`config.mk`:
```
export PLATFORM = sky130hd
export DESIGN_NAME = cpld_disp_arbiter
export DESIGN_NICKNAME = d
export VERILOG_FILES = /design/src/rtl/cpld_disp_pkg.sv /design/src/rtl/sw_debounce.sv /design/src/rtl/cpld_disp_arbiter.sv
export SDC_FILE = /design/constraint.sdc
export NUM_CORES = 1
export LEC_CHECK = 0
export ABC_AREA = 1
export CORE_MARGIN = 1
export CORE_UTILIZATION = 45
export DETAILED_ROUTE_END_ITERATION = 8
export DONT_BUFFER_PORTS = 1
export PLACE_DENSITY = 0.63
export REMOVE_ABC_BUFFERS = 1
export SETUP_SLACK_MARGIN = 0.1
export SYNTH_ARGS = -nofsm -noshare
export SYNTH_HDL_FRONTEND = slang
export SYNTH_SLANG_ARGS = --single-unit
```
`constraint.sdc`:
```
create_clock -name clk -period 2.3 [get_ports clk]
set_clock_uncertainty 0.1 [all_clocks]
set_input_delay 0.46 -clock clk [delete_from_list [all_inputs] [get_ports clk]]
set_output_delay 0.46 -clock clk [all_outputs]
set_load 0.02 [all_outputs]
```
`src/rtl/cpld_disp_pkg.sv`:
```
// cpld_disp_pkg: shared types and helpers for the CPLD display arbiter.
//   state_t  - arbiter FSM state (IDLE / OWN / GAP)
//   rr_next  - round-robin search: first set req bit after ptr, modulo n
package cpld_disp_pkg;

   typedef enum logic [1:0] {
      ST_IDLE = 2'd0,
      ST_OWN  = 2'd1,
      ST_GAP  = 2'd2
   } state_t;

   // Requester vectors are carried at this fixed width internally so that
   // the search helper does not need to be parameterised.
   localparam int unsigned MAX_REQ = 8;

   typedef struct packed {
      logic       found;
      logic [2:0] idx;
   } rr_pick_t;

   // Searches ptr+1, ptr+2, ... ptr+n (mod n); ptr itself is tried last.
   function automatic rr_pick_t rr_next(input logic [MAX_REQ-1:0] req,
                                        input logic [2:0]         ptr,
                                        input int unsigned        n);
      rr_pick_t    pick;
      int unsigned cand;
      pick = '0;
      for (int unsigned i = 1; i <= n; i++) begin
         cand = (32'(ptr) + i) % n;
         if (!pick.found && req[cand[2:0]]) begin
            pick.found = 1'b1;
            pick.idx   = cand[2:0];
         end
      end
      return pick;
   endfunction

endpackage

```
`src/rtl/sw_debounce.sv`:
```
// sw_debounce: per-word debouncer for the switch bus returned by cpld_if.
//   clk, rst  - clock, synchronous active-high reset
//   din       - raw switch word
//   dout      - accepted (debounced) switch word
//   chg       - combinational strobe, high during the cycle whose closing
//               edge loads a new value into dout
module sw_debounce
   import cpld_disp_pkg::*;
#(
   parameter int unsigned W          = 8,
   parameter logic [15:0] DEB_CYCLES = 16'd4096
) (
   input  logic         clk,
   input  logic         rst,
   input  logic [W-1:0] din,
   output logic [W-1:0] dout,
   output logic         chg
);

   logic [W-1:0] cand;
   logic [15:0]  cnt;

   // Exposed combinationally so the parent can register its event on the
   // same edge that updates dout.
   assign chg = (din == cand) && (cnt == DEB_CYCLES - 16'd1) && (cand != dout);

   always_ff @(posedge clk) begin
      if (rst) begin
         cand <= '0;
         cnt  <= '0;
         dout <= '0;
      end else if (din != cand) begin
         cand <= din;
         cnt  <= '0;
      end else begin
         if (cnt != 16'hFFFF) cnt <= cnt + 16'd1;
         if (chg) dout <= cand;
      end
   end

endmodule

```
`src/rtl/cpld_disp_arbiter.sv`:
```
// cpld_disp_arbiter: shares the cpld_if display/switch front-end among
// N_REQ clients with round-robin arbitration, max-hold preemption and a
// one-cycle blanking gap between owners.
//   clk, rst           - clock, synchronous active-high reset
//   req                - per-client level request
//   led_in/dig0_in/dig1_in - packed client display words (client i at slice i)
//   gnt                - registered one-hot grant
//   led/dig0/dig1      - registered display words to cpld_if
//   sw_raw             - switch word from cpld_if
//   sw                 - debounced switch word (broadcast)
//   sw_evt             - one-cycle change pulse to the owner only
//   busy               - any grant active
module cpld_disp_arbiter
   import cpld_disp_pkg::*;
#(
   parameter int unsigned N_REQ      = 4,
   parameter logic [15:0] MAX_HOLD   = 16'd50000,
   parameter logic [15:0] DEB_CYCLES = 16'd4096,
   parameter logic [7:0]  IDLE_LED   = 8'h00
) (
   input  logic                 clk,
   input  logic                 rst,
   input  logic [N_REQ-1:0]     req,
   input  logic [8*N_REQ-1:0]   led_in,
   input  logic [4*N_REQ-1:0]   dig0_in,
   input  logic [4*N_REQ-1:0]   dig1_in,
   output logic [N_REQ-1:0]     gnt,
   output logic [7:0]           led,
   output logic [3:0]           dig0,
   output logic [3:0]           dig1,
   input  logic [7:0]           sw_raw,
   output logic [7:0]           sw,
   output logic [N_REQ-1:0]     sw_evt,
   output logic                 busy
);

   state_t             state;
   logic [2:0]         ptr;
   logic [15:0]        hold_cnt;

   logic [MAX_REQ-1:0] req_w;
   rr_pick_t           pick;
   logic [N_REQ-1:0]   pick_oh;
   logic               owner_req;
   logic               others_req;
   logic               deb_chg;

   logic [7:0]         led_a  [MAX_REQ];
   logic [3:0]         dig0_a [MAX_REQ];
   logic [3:0]         dig1_a [MAX_REQ];

   // Unpack client words into fixed-size arrays (unused slots read as zero)
   // so a 3-bit index selects them without width games.
   always_comb begin
      for (int unsigned i = 0; i < MAX_REQ; i++) begin
         led_a[i]  = '0;
         dig0_a[i] = '0;
         dig1_a[i] = '0;
      end
      for (int unsigned i = 0; i < N_REQ; i++) begin
         led_a[i]  = led_in[8*i +: 8];
         dig0_a[i] = dig0_in[4*i +: 4];
         dig1_a[i] = dig1_in[4*i +: 4];
      end
   end

   always_comb begin
      req_w              = '0;
      req_w[N_REQ-1:0]   = req;
      pick               = rr_next(req_w, ptr, N_REQ);
      pick_oh            = '0;
      for (int unsigned i = 0; i < N_REQ; i++)
         pick_oh[i] = pick.found && (pick.idx == 3'(i));
      owner_req          = req_w[ptr];
      others_req         = |(req & ~gnt);
   end

   sw_debounce #(
      .W          (8),
      .DEB_CYCLES (DEB_CYCLES)
   ) u_deb (
      .clk  (clk),
      .rst  (rst),
      .din  (sw_raw),
      .dout (sw),
      .chg  (deb_chg)
   );

   assign busy = |gnt;

   always_ff @(posedge clk) begin
      if (rst) begin
         state    <= ST_IDLE;
         gnt      <= '0;
         led      <= IDLE_LED;
         dig0     <= '0;
         dig1     <= '0;
         sw_evt   <= '0;
         ptr      <= 3'(N_REQ - 1);
         hold_cnt <= '0;
      end else begin
         // Change events go only to whoever owned the display on the
         // accepting edge; with no owner the event is dropped.
         sw_evt <= deb_chg ? gnt : '0;

         case (state)
            ST_IDLE, ST_GAP: begin
               if (pick.found) begin
                  state    <= ST_OWN;
                  gnt      <= pick_oh;
                  ptr      <= pick.idx;
                  hold_cnt <= '0;
                  led      <= led_a[pick.idx];
                  dig0     <= dig0_a[pick.idx];
                  dig1     <= dig1_a[pick.idx];
               end else begin
                  state <= ST_IDLE;
                  gnt   <= '0;
                  led   <= IDLE_LED;
                  dig0  <= '0;
                  dig1  <= '0;
               end
            end
            ST_OWN: begin
               if (hold_cnt != MAX_HOLD) hold_cnt <= hold_cnt + 16'd1;
               if (!owner_req || (hold_cnt == MAX_HOLD && others_req)) begin
                  state <= ST_GAP;
                  gnt   <= '0;
                  led   <= IDLE_LED;
                  dig0  <= '0;
                  dig1  <= '0;
               end else begin
                  led  <= led_a[ptr];
                  dig0 <= dig0_a[ptr];
                  dig1 <= dig1_a[ptr];
               end
            end
            default: begin
               state <= ST_IDLE;
               gnt   <= '0;
               led   <= IDLE_LED;
               dig0  <= '0;
               dig1  <= '0;
            end
         endcase
      end
   end

endmodule

```
* After elaboration in Yosys (flattened, before gate mapping) *
Index checks and enable logic that the tools add are counted.

cells by class
  reduce and logical (&&, ||, !) cells = 26
  $lt $le $gt $ge = 7
  bitwise operators = 6
  $add $sub $neg = 6
  muxes and demuxes = 50
  equal/unequal tests = 15

operators with widths
  operator                                             count
  2-to-1 mux 4 bit                                     18
  binary-select mux 4 bit (select 3 bit)               4
  binary-select mux 8 bit (select 3 bit)               2
  2-to-1 mux 8 bit                                     6
  adder 16 x 1 -> 16 bit (second input constant)       2
  2-to-1 mux 16 bit                                    2
  != test 16 bit (second input constant)               2
  case mux 16 bit (2 select lines)                     1
  case mux 4 bit (2 select lines)                      3
  == test 16 x 12 -> 1 bit (second input constant)     1
  == test 16 bit (second input constant)               1
  < comparator 2 x 4 -> 1 bit (second input constant)  4
  != test 8 bit                                        2
  case mux 8 bit (2 select lines)                      1
  logical AND 1 bit                                    10
  binary-select mux 1 bit (select 2 bit)               4
  == test 8 bit                                        1
  >= comparator 4 bit (second input constant)          2
  NOT 3 -> 4 bit                                       2
  OR reduction 4 bit                                   2
  == test 3 x 2 -> 1 bit (second input constant)       2
  2-to-1 mux 1 bit                                     6
  != test 2 bit (second input constant)                3
  OR reduction 2 bit                                   3
  other kinds (19)                                     26

storage, ports and cells
  output and inout port bits = 33
  logic and storage cells = 121
  register bits after elaboration = 77

* Depth between registers and ports, before layout *
Gate-level depths: netlist (run 1).

  depth after elaboration = 19
  depth in mapped cells = 17

* Modules after synthesis *
From an unflattened synthesis (run 1), not the netlist that was laid out.

unflattened totals
  cell total of the unflattened synthesis = 777
  area total of the unflattened synthesis = 4908.5 µm²

modules (own cells, without submodules)
  module             area each (µm²)  seq. area each (µm²)  instances  cells each
  cpld_disp_arbiter  3109.2           880.8                 1          511
  sw_debounce        1799.2           640.6                 1          266

* Least setup slack after synthesis (run 1) *
OpenSTA, ideal clock, no wires.

  path type = register -> register
  start = register ptr[0]
  end = register dig1[3]
  cell stages (with the launch flop) = 15
  buffers on the path = 2
  setup slack = 0.378 ns
  clock period less this slack = 1.922 ns
  arrival time = 1.689 ns
  cells stage by stage = dfxtp_1 > buf_4 > inv_4 > nand2_1 > nand2_1 > nand2_1 > nand2_1 > nand3_1 > nor2_2 > inv_2 > nand2_2 > buf_2 > nand3_1 > nand4_1 > a21oi_1

on the way
  longest elaborated chain between the ends = 19
  elaborated cells on any way between the ends = 37

ends and longest elaborated chain
  element                                               line                      text
  start: declaration                                    cpld_disp_arbiter.sv:38   logic [2:0] ptr;
  start signal: assignment                              cpld_disp_arbiter.sv:99   ptr <= 3'(N_REQ - 1);
  start signal: assignment                              cpld_disp_arbiter.sv:111  ptr <= pick.idx;
  adder 2 x 1 -> 2 bit                                  cpld_disp_pkg.sv:29       cand = (32'(ptr) + i) % n;
  binary-select mux 1 bit (select 2 bit)                cpld_disp_pkg.sv:30       if (!pick.found && req[cand[2:0]]) begin
  2-to-1 mux 1 bit (not written as such)                cpld_disp_pkg.sv:30
  2-to-1 mux 4 bit                                      cpld_disp_pkg.sv:30
  logical NOT 1 bit                                     cpld_disp_pkg.sv:30
  logical AND 1 bit                                     cpld_disp_pkg.sv:30
  2-to-1 mux 4 bit                                      cpld_disp_pkg.sv:30
  logical NOT 1 bit                                     cpld_disp_pkg.sv:30
  [... 2 more ...]                                      n/a
  logical NOT 1 bit                                     cpld_disp_pkg.sv:30
  logical AND 1 bit                                     cpld_disp_pkg.sv:30
  2-to-1 mux 4 bit                                      cpld_disp_pkg.sv:30
  NOT 3 -> 4 bit (not written as such)                  cpld_disp_arbiter.sv:115  dig1 <= dig1_a[pick.idx];
  binary-select mux 4 bit (select 3 bit)                cpld_disp_arbiter.sv:115
  2-to-1 mux 4 bit (not written as such) (2 in series)  cpld_disp_arbiter.sv:115
  2-to-1 mux 4 bit                                      cpld_disp_arbiter.sv:108  if (pick.found) begin
  case mux 4 bit (2 select lines) (*)                   cpld_disp_arbiter.sv:106  case (state)
  end signal: assignment                                cpld_disp_arbiter.sv:115
  end signal: assignment                                cpld_disp_arbiter.sv:135  dig1 <= dig1_a[ptr];
  end: declaration                                      cpld_disp_arbiter.sv:30   output logic [3:0] dig1,

Every way passes the cells marked *; elsewhere a longest branch is shown, timed or not. The select of a mux whose other input is x is not followed.
A chain may end at the register's enable or synchronous reset.

* Worst setup path in the final report (run 1) *
  start = register ptr[0]
  end = register hold_cnt[8]

on the way
  longest elaborated chain between the ends = 15
  elaborated cells on any way between the ends = 24

ends and longest elaborated chain
  element                                 line                      text
  adder 2 x 1 -> 2 bit                    cpld_disp_pkg.sv:29
  binary-select mux 1 bit (select 2 bit)  cpld_disp_pkg.sv:30
  2-to-1 mux 1 bit (not written as such)  cpld_disp_pkg.sv:30
  2-to-1 mux 4 bit                        cpld_disp_pkg.sv:30
  logical NOT 1 bit                       cpld_disp_pkg.sv:30
  logical AND 1 bit                       cpld_disp_pkg.sv:30
  2-to-1 mux 4 bit                        cpld_disp_pkg.sv:30
  logical NOT 1 bit                       cpld_disp_pkg.sv:30
  logical AND 1 bit                       cpld_disp_pkg.sv:30
  2-to-1 mux 4 bit                        cpld_disp_pkg.sv:30
  logical NOT 1 bit                       cpld_disp_pkg.sv:30
  logical AND 1 bit                       cpld_disp_pkg.sv:30
  2-to-1 mux 4 bit (*)                    cpld_disp_pkg.sv:30
  != test 2 bit (no line) (*)             n/a
  AND reduction 3 bit (no line) (*)       n/a
  end signal: assignment                  cpld_disp_arbiter.sv:125  if (hold_cnt != MAX_HOLD) hold_cnt <= hold_cnt + 16'd1;
  end: declaration                        cpld_disp_arbiter.sv:39   logic [15:0] hold_cnt;

Marked as above.

==> qor.yml, run 1 <==
status: "finished, final reports clean"
ys_ff_latch: 76
row_count: 36
hp-class: "input pin to flop"
final_cells: 828
synthCells: 683
die_h_um: 102
hold_path_depth: 1
cts_made_buffers: 9
path_buf_inv: 4
place_ws_ps: 9.77
die_w_um: 102
rrSetupSlack_ps: 200
multiInputGateArea_um2: 2590
cp-end-kind: "flop"
worstSetupPathType: "flop to flop"
worst_slack_ps: 198
synth_cell_types: 40
core_um2: 9770
max_stage_delay_ps: 380
syn_area_per_cell_um2: 6.64
cts_tree: "done"
cp-start-kind: "flop"
drv_slew: 0
setup_viol: 0
arrival_ps: 2280
crit_family: "simple AND/OR/NAND/NOR gates"
clock.fmax_mhz: 476
grt_max_degree: 39
path_cells: "buf_4 > nand2_1 > nand3_1 > nand2_1 > inv_1 > nor2_4 > nand3_4 > nand2_2 > inv_2 > nor2_2 > inv_2 > nor3_1"
diodes: 0
relSlewSlack: 0.576
worstPathRequired_ps: 2480
initial_core_util: 0.464
synth.area.top_cells: "dfxtp_1, nand2_1, nand3_1"
postCtsSetupBuffers: 0
r2r_end: "hold_cnt[8]"
fin_crit_ps: 2100
nFillCells: 992
synth_top_cell_by_area: "dfxtp_1"
p_per_area_nw_per_um2: 1260
async_reset_ff_frac: 0
hold_viol_final: 0
drv_cap: 0
grt_pass1_vias: 4481
cts.clk_slew.worst_paths_ps: 80
dp_hpwl_mm: 9.09
tightest_slew_ps: 635
io_buffer_count: 0
antenna_found_initial: 0
gp_congestion: 0.965
nets: 771
synth_ff_type: "dfxtp_1"
ys_warn_count: 0
min_to: "u_deb.cand[3]"
synth_edf_count: 0
yosysTopAreaCellShare: 0.335
peakVddDrop_mv: 0.616
place_inst: 811
track_usage: 0.255
ant_nets: 0
ff2ff_path_depth: 12
drt_iter0_drc: 269
htreeDepth: 3
drive_gt1_frac: 0.115
clockRootBuffer: "clkbuf_8"
p_leak_nw: 2.03
gr-total-overflow: 0
grt_pass1_wl_mm: 21.0
clock-sinks: 76
cp_max_fo: 7
drt_wl_total_mm: 12.9
vias: 4675
drcViolationCount: 0
clk_latency_ps: 350
critPathSlowestCell: "dfxtp_4"
dieArea_um2: 10500
finalSetupTns_ps: 0
finalCritPeriodShare: 0.914
clock_path_buffers: 2
io_pins: 111
via_per_inst: 5.65
worstHoldStart: "rst"
drt-pass1-iter-count: 5
rsz0062_at_grt: "true"
syn_area_um2: 4540
seq_area_frac_synth: 0.335
syn_to_final_growth_pct: 11.2
register_area_um2: 1530
wl_per_cell_um: 15.6
reg2reg_from: "ptr[0]"
cells by family after synthesis:
logic type                 count (synthesis)  synth area share
DFF                                       76             0.335
AOI/OAI and AO/OA                        112             0.150
adders and majority gates                  3           0.00827
xor gates and xnor gates                  20            0.0386
and+or+nand+nor                          356             0.366
buffers and inverters                    116             0.102
timing repair:
action | in CTS | in global routing
gates resized for setup | 2 | 19
cloned | 0 | 1
pin swaps | 0 | 1
setup endpoints to repair | 14 | 39
hold buffers | 0 | 0
sequential cells by signal, summed over array words and instances (netlist names):
signal,cells
dig1,4
dig0,4
u_deb.dout,8
ptr,2
led,8
sw_evt,4
hold_cnt,16
state,2
u_deb.cand,8
u_deb.cnt,16
gnt,4
routing by layer:
layer,track usage,vias up,part of all wire
met5,0,-,0
met3,0.0971,25,0.095
met2,0.423,190,0.47
li1,-,2323,-
met4,0.0824,0,0.020
met1,0.304,2137,0.42
where the power goes:
group / switching, mW / internal [mW]
Sequential: 0.278 / 1.50
Combinational: 2.20 / 1.22
Clock: 0.525 / 0.645
Total: 3.00 / 3.37
Yosys cell counts, types with 9 or more instances:
cell type and count:
a21oi_1 40, a221oi_1 16, clkbuf_1 9, dfxtp_1 76, inv_1 86, nand2_1 133, nand2_2 11, nand3_1 91
nand4_1 24, nor2_1 59, nor3_1 12, o21ai_0 20, o22ai_1 16, xnor2_1 11, xor2_1 9
per-stage QoR:
stage | cell area, µm² | utilization | total power [mW] | hold slack (ps)
2_1_floorplan | 4430 | - | 3.93 | 347
3_3_place_gp | 4750 | 0.486 | 4.90 | 363
3_5_place_dp | 4750 | 0.486 | 5.00 | 368
5_1_grt | 5040 | 0.516 | 6.80 | 55.0
4_1_cts | 4980 | 0.509 | 6.18 | 55.5
6_report | 5040 | 0.516 | 6.38 | 74.0
worst max-delay path by stage:
stage                       from           to  slack [ps]  cells past startpoint
final                     ptr[0]  hold_cnt[8]         200                     12
after floorplan           ptr[0]      dig0[0]          50                     13
after global placement    ptr[0]       led[4]         160                     12
after CTS                 ptr[1]       led[1]         100                     13
after detailed placement  ptr[0]       led[1]          10                     12
after global routing      ptr[0]       led[1]          40                     13
placed cells by master (no fill, tap or decap), types with 3 or more instances in the layout:
master    instances
nand3_1          91
o21ai_0          20
nor4_1            6
o22ai_1          16
a31oi_1           4
nand2_1         129
xor2_1            9
ha_1              3
nor2_1           59
dfxtp_1          74
a21oi_1          39
nand2_2          13
buf_4            12
xnor2_1          11
nor2_2            3
nor3_1           12
or2_2             7
inv_2             6
inv_1            85
buf_12            3
o21ai_1           7
a221oi_1         16
a22oi_1           3
inv_4             3
nand2_4           4
nand4_1          24
clkbuf_8         10
final cells by class:
cell class / instances / share of cell area
sequential: 76 / 0.303
inverter: 94 / 0.0714
clock inverter: 5 / 0.0166
multi-input combinational: 492 / 0.514
timing repair buffer: 17 / 0.0342
tap: 133 / 0.0330
clock buffer: 11 / 0.0280
(Power assumes the default switching activity.)
==> run 2, diff against run 1 <==
Settings changed: PLACE_DENSITY 0.63 to 0.67, SETUP_SLACK_MARGIN 0.1 to 0.5.
==> qor.yml, run 2 (synthesis results as in run 1) <==
layout_commonest_cell: "nand2_1"
dieArea_um2: 10500  # unchanged
multiInputGateArea_um2: 3170  # +22%
nets: 802  # +4.0%
cp-start-kind: "flop"
dp_hpwl_mm: 9.14  # +0.57%
relSlewSlack: 0.547  # -0.0288
top_regs: "hold_cnt (16), u_deb.cnt (16)"
cp-end-kind: "flop"
layout_common_cells: "nand2_1, inv_1, nand3_1, dfxtp_1, nor2_1"
p_sw_frac: 0.475  # +0.00361
clockRootBuffer: "clkbuf_8"
io_buffer_count: 0  # unchanged
p_int_mw: 4.05  # +20%
track_usage: 0.273  # +0.0179
syn_to_final_growth_pct: 31.5
drv_cap: 0  # unchanged
worstPathRequired_ps: 2490  # about the same
cts_tree: "done"
core_um2: 9770  # unchanged
clock_path_buffers: 2  # unchanged
grt_pass1_vias: 4862  # +8.5%
clock.fmax_mhz: 494  # +3.9%
peakVddDrop_mv: 0.725  # +18%
clock-sinks: 76  # unchanged
p_per_area_nw_per_um2: 1290  # +2.1%
final_cells: 858  # +3.6%
drt_iter0_drc: 429  # +59%
antenna_found_initial: 0  # unchanged
wl_per_cell_um: 17.3  # +11%
drt-pass1-iter-count: 5  # unchanged
clk_latency_ps: 350  # about the same
die_h_um: 102  # unchanged
cts_made_buffers: 9  # unchanged
place_inst: 811  # unchanged
p_comb_frac: 0.629  # +0.092
total_power_mw: 7.70  # +21%
tightest_slew_ps: 678  # +43.1 ps
register_area_um2: 1550  # +1.6%
fin_crit_ps: 2020  # -78.9 ps
drt_wl_total_mm: 14.8  # +15%
cts.clk_slew.worst_paths_ps: 90  # about the same
diodes: 0  # unchanged
rrSetupSlack_ps: 280  # +80 ps
cp_max_fo: 8  # +1
gp_congestion: 0.934  # -3.2%
vias: 5091  # +8.9%
initial_core_util: 0.464  # unchanged
finalSetupTns_ps: 0  # unchanged
status: "finished, final reports clean"
setup_viol: 0  # unchanged
io_pins: 111  # unchanged
clkPwrFrac: 0.138  # -0.045
drv_slew: 0  # unchanged
grt_max_degree: 40  # +2.6%
nFillCells: 864  # -13%
finalCritPeriodShare: 0.880  # -0.0343
rsz0062_at_grt: "true"
hp-class: "input pin to flop"
hold_viol_final: 0  # unchanged
htreeDepth: 3  # unchanged
worstSetupPathType: "flop to flop"
via_per_inst: 5.93  # +5.1%
drcViolationCount: 0  # unchanged
ant_nets: 0  # unchanged
drive_gt1_frac: 0.301  # +0.186
gr-total-overflow: 0  # unchanged
grt_pass1_wl_mm: 22.4  # +6.6%
p_leak_nw: 2.43  # +20%
arrival_ps: 2210  # -70 ps
row_count: 36  # unchanged
power.share.sequential: 0.233  # -0.046
power.switching_mw: 3.65  # +22%
die_w_um: 102  # unchanged
cts_hold_buffers: 0  # unchanged
## run 2: critical path, stage by stage (launching register included)
cell	delay, ps
dfxtp_4	410
inv_2	100
nand2_2	100
nand2_4	70
nand2_2	100
nand2_4	70
nor2_4	130
nand3_4	140
nand2_8	180
buf_16	170
nand2_4	50
nand3_2	50
nand4_1	110
a21oi_2	170
## run 2: worst paths after layout
kind,startpoint,to,depth (start not counted)
setup / recovery,ptr[1],led[3],13
hold / removal,rst,u_deb.cand[3],1
setup reg to reg,ptr[1],led[3],13
hold reg to reg,u_deb.cnt[9],u_deb.cnt[9],1
## run 2: area by class of cell
cell class / count / share of cell area
multi-input combinational: 493 / 0.531
sequential: 76 / 0.260
timing repair buffer: 47 / 0.0811
inverter: 94 / 0.0663
tap: 133 / 0.0279
clock buffer: 10 / 0.0231
clock inverter: 5 / 0.0103
## run 2: timing repair
item | in CTS | in global routing
resized for setup | 84 | 131
pin swaps | 19 | 50
setup endpoints to repair | 61 | 61
cloned | 5 | 1
setup buffers | 17 | 9
## run 2: routing by layer
metal	vias up	wire length [µm]	GRT usage
met5	-	0	0
met4	0	480	0.130
met3	59	1510	0.0821
met2	279	7150	0.460
met1	2365	5680	0.316
li1	2388	-	-
## run 2: power groups by stage
| stage | combinational [mW] | clock (mW) | sequential, mW |
|---|---|---|---|
| after floorplan | 2.17 | 0 | 1.76 |
| after global placement | 3.03 | 0 | 1.80 |
| after detailed placement | 3.12 | 0 | 1.81 |
| after CTS | 4.18 | 1.08 | 1.79 |
| after global routing | 5.15 | 1.13 | 1.81 |
| final | 4.84 | 1.06 | 1.80 |
## run 2: per-stage QoR
step           hold slack [ps]  setup WS [ps]   util  cell area [µm²]
2_1_floorplan              347           46.9      -             4430
3_5_place_dp               372           58.8  0.485             4740
3_3_place_gp               360            154  0.485             4740
6_report                  71.5            277  0.610             5970
4_1_cts                   54.7            372  0.554             5420
5_1_grt                   54.0            189  0.610             5970
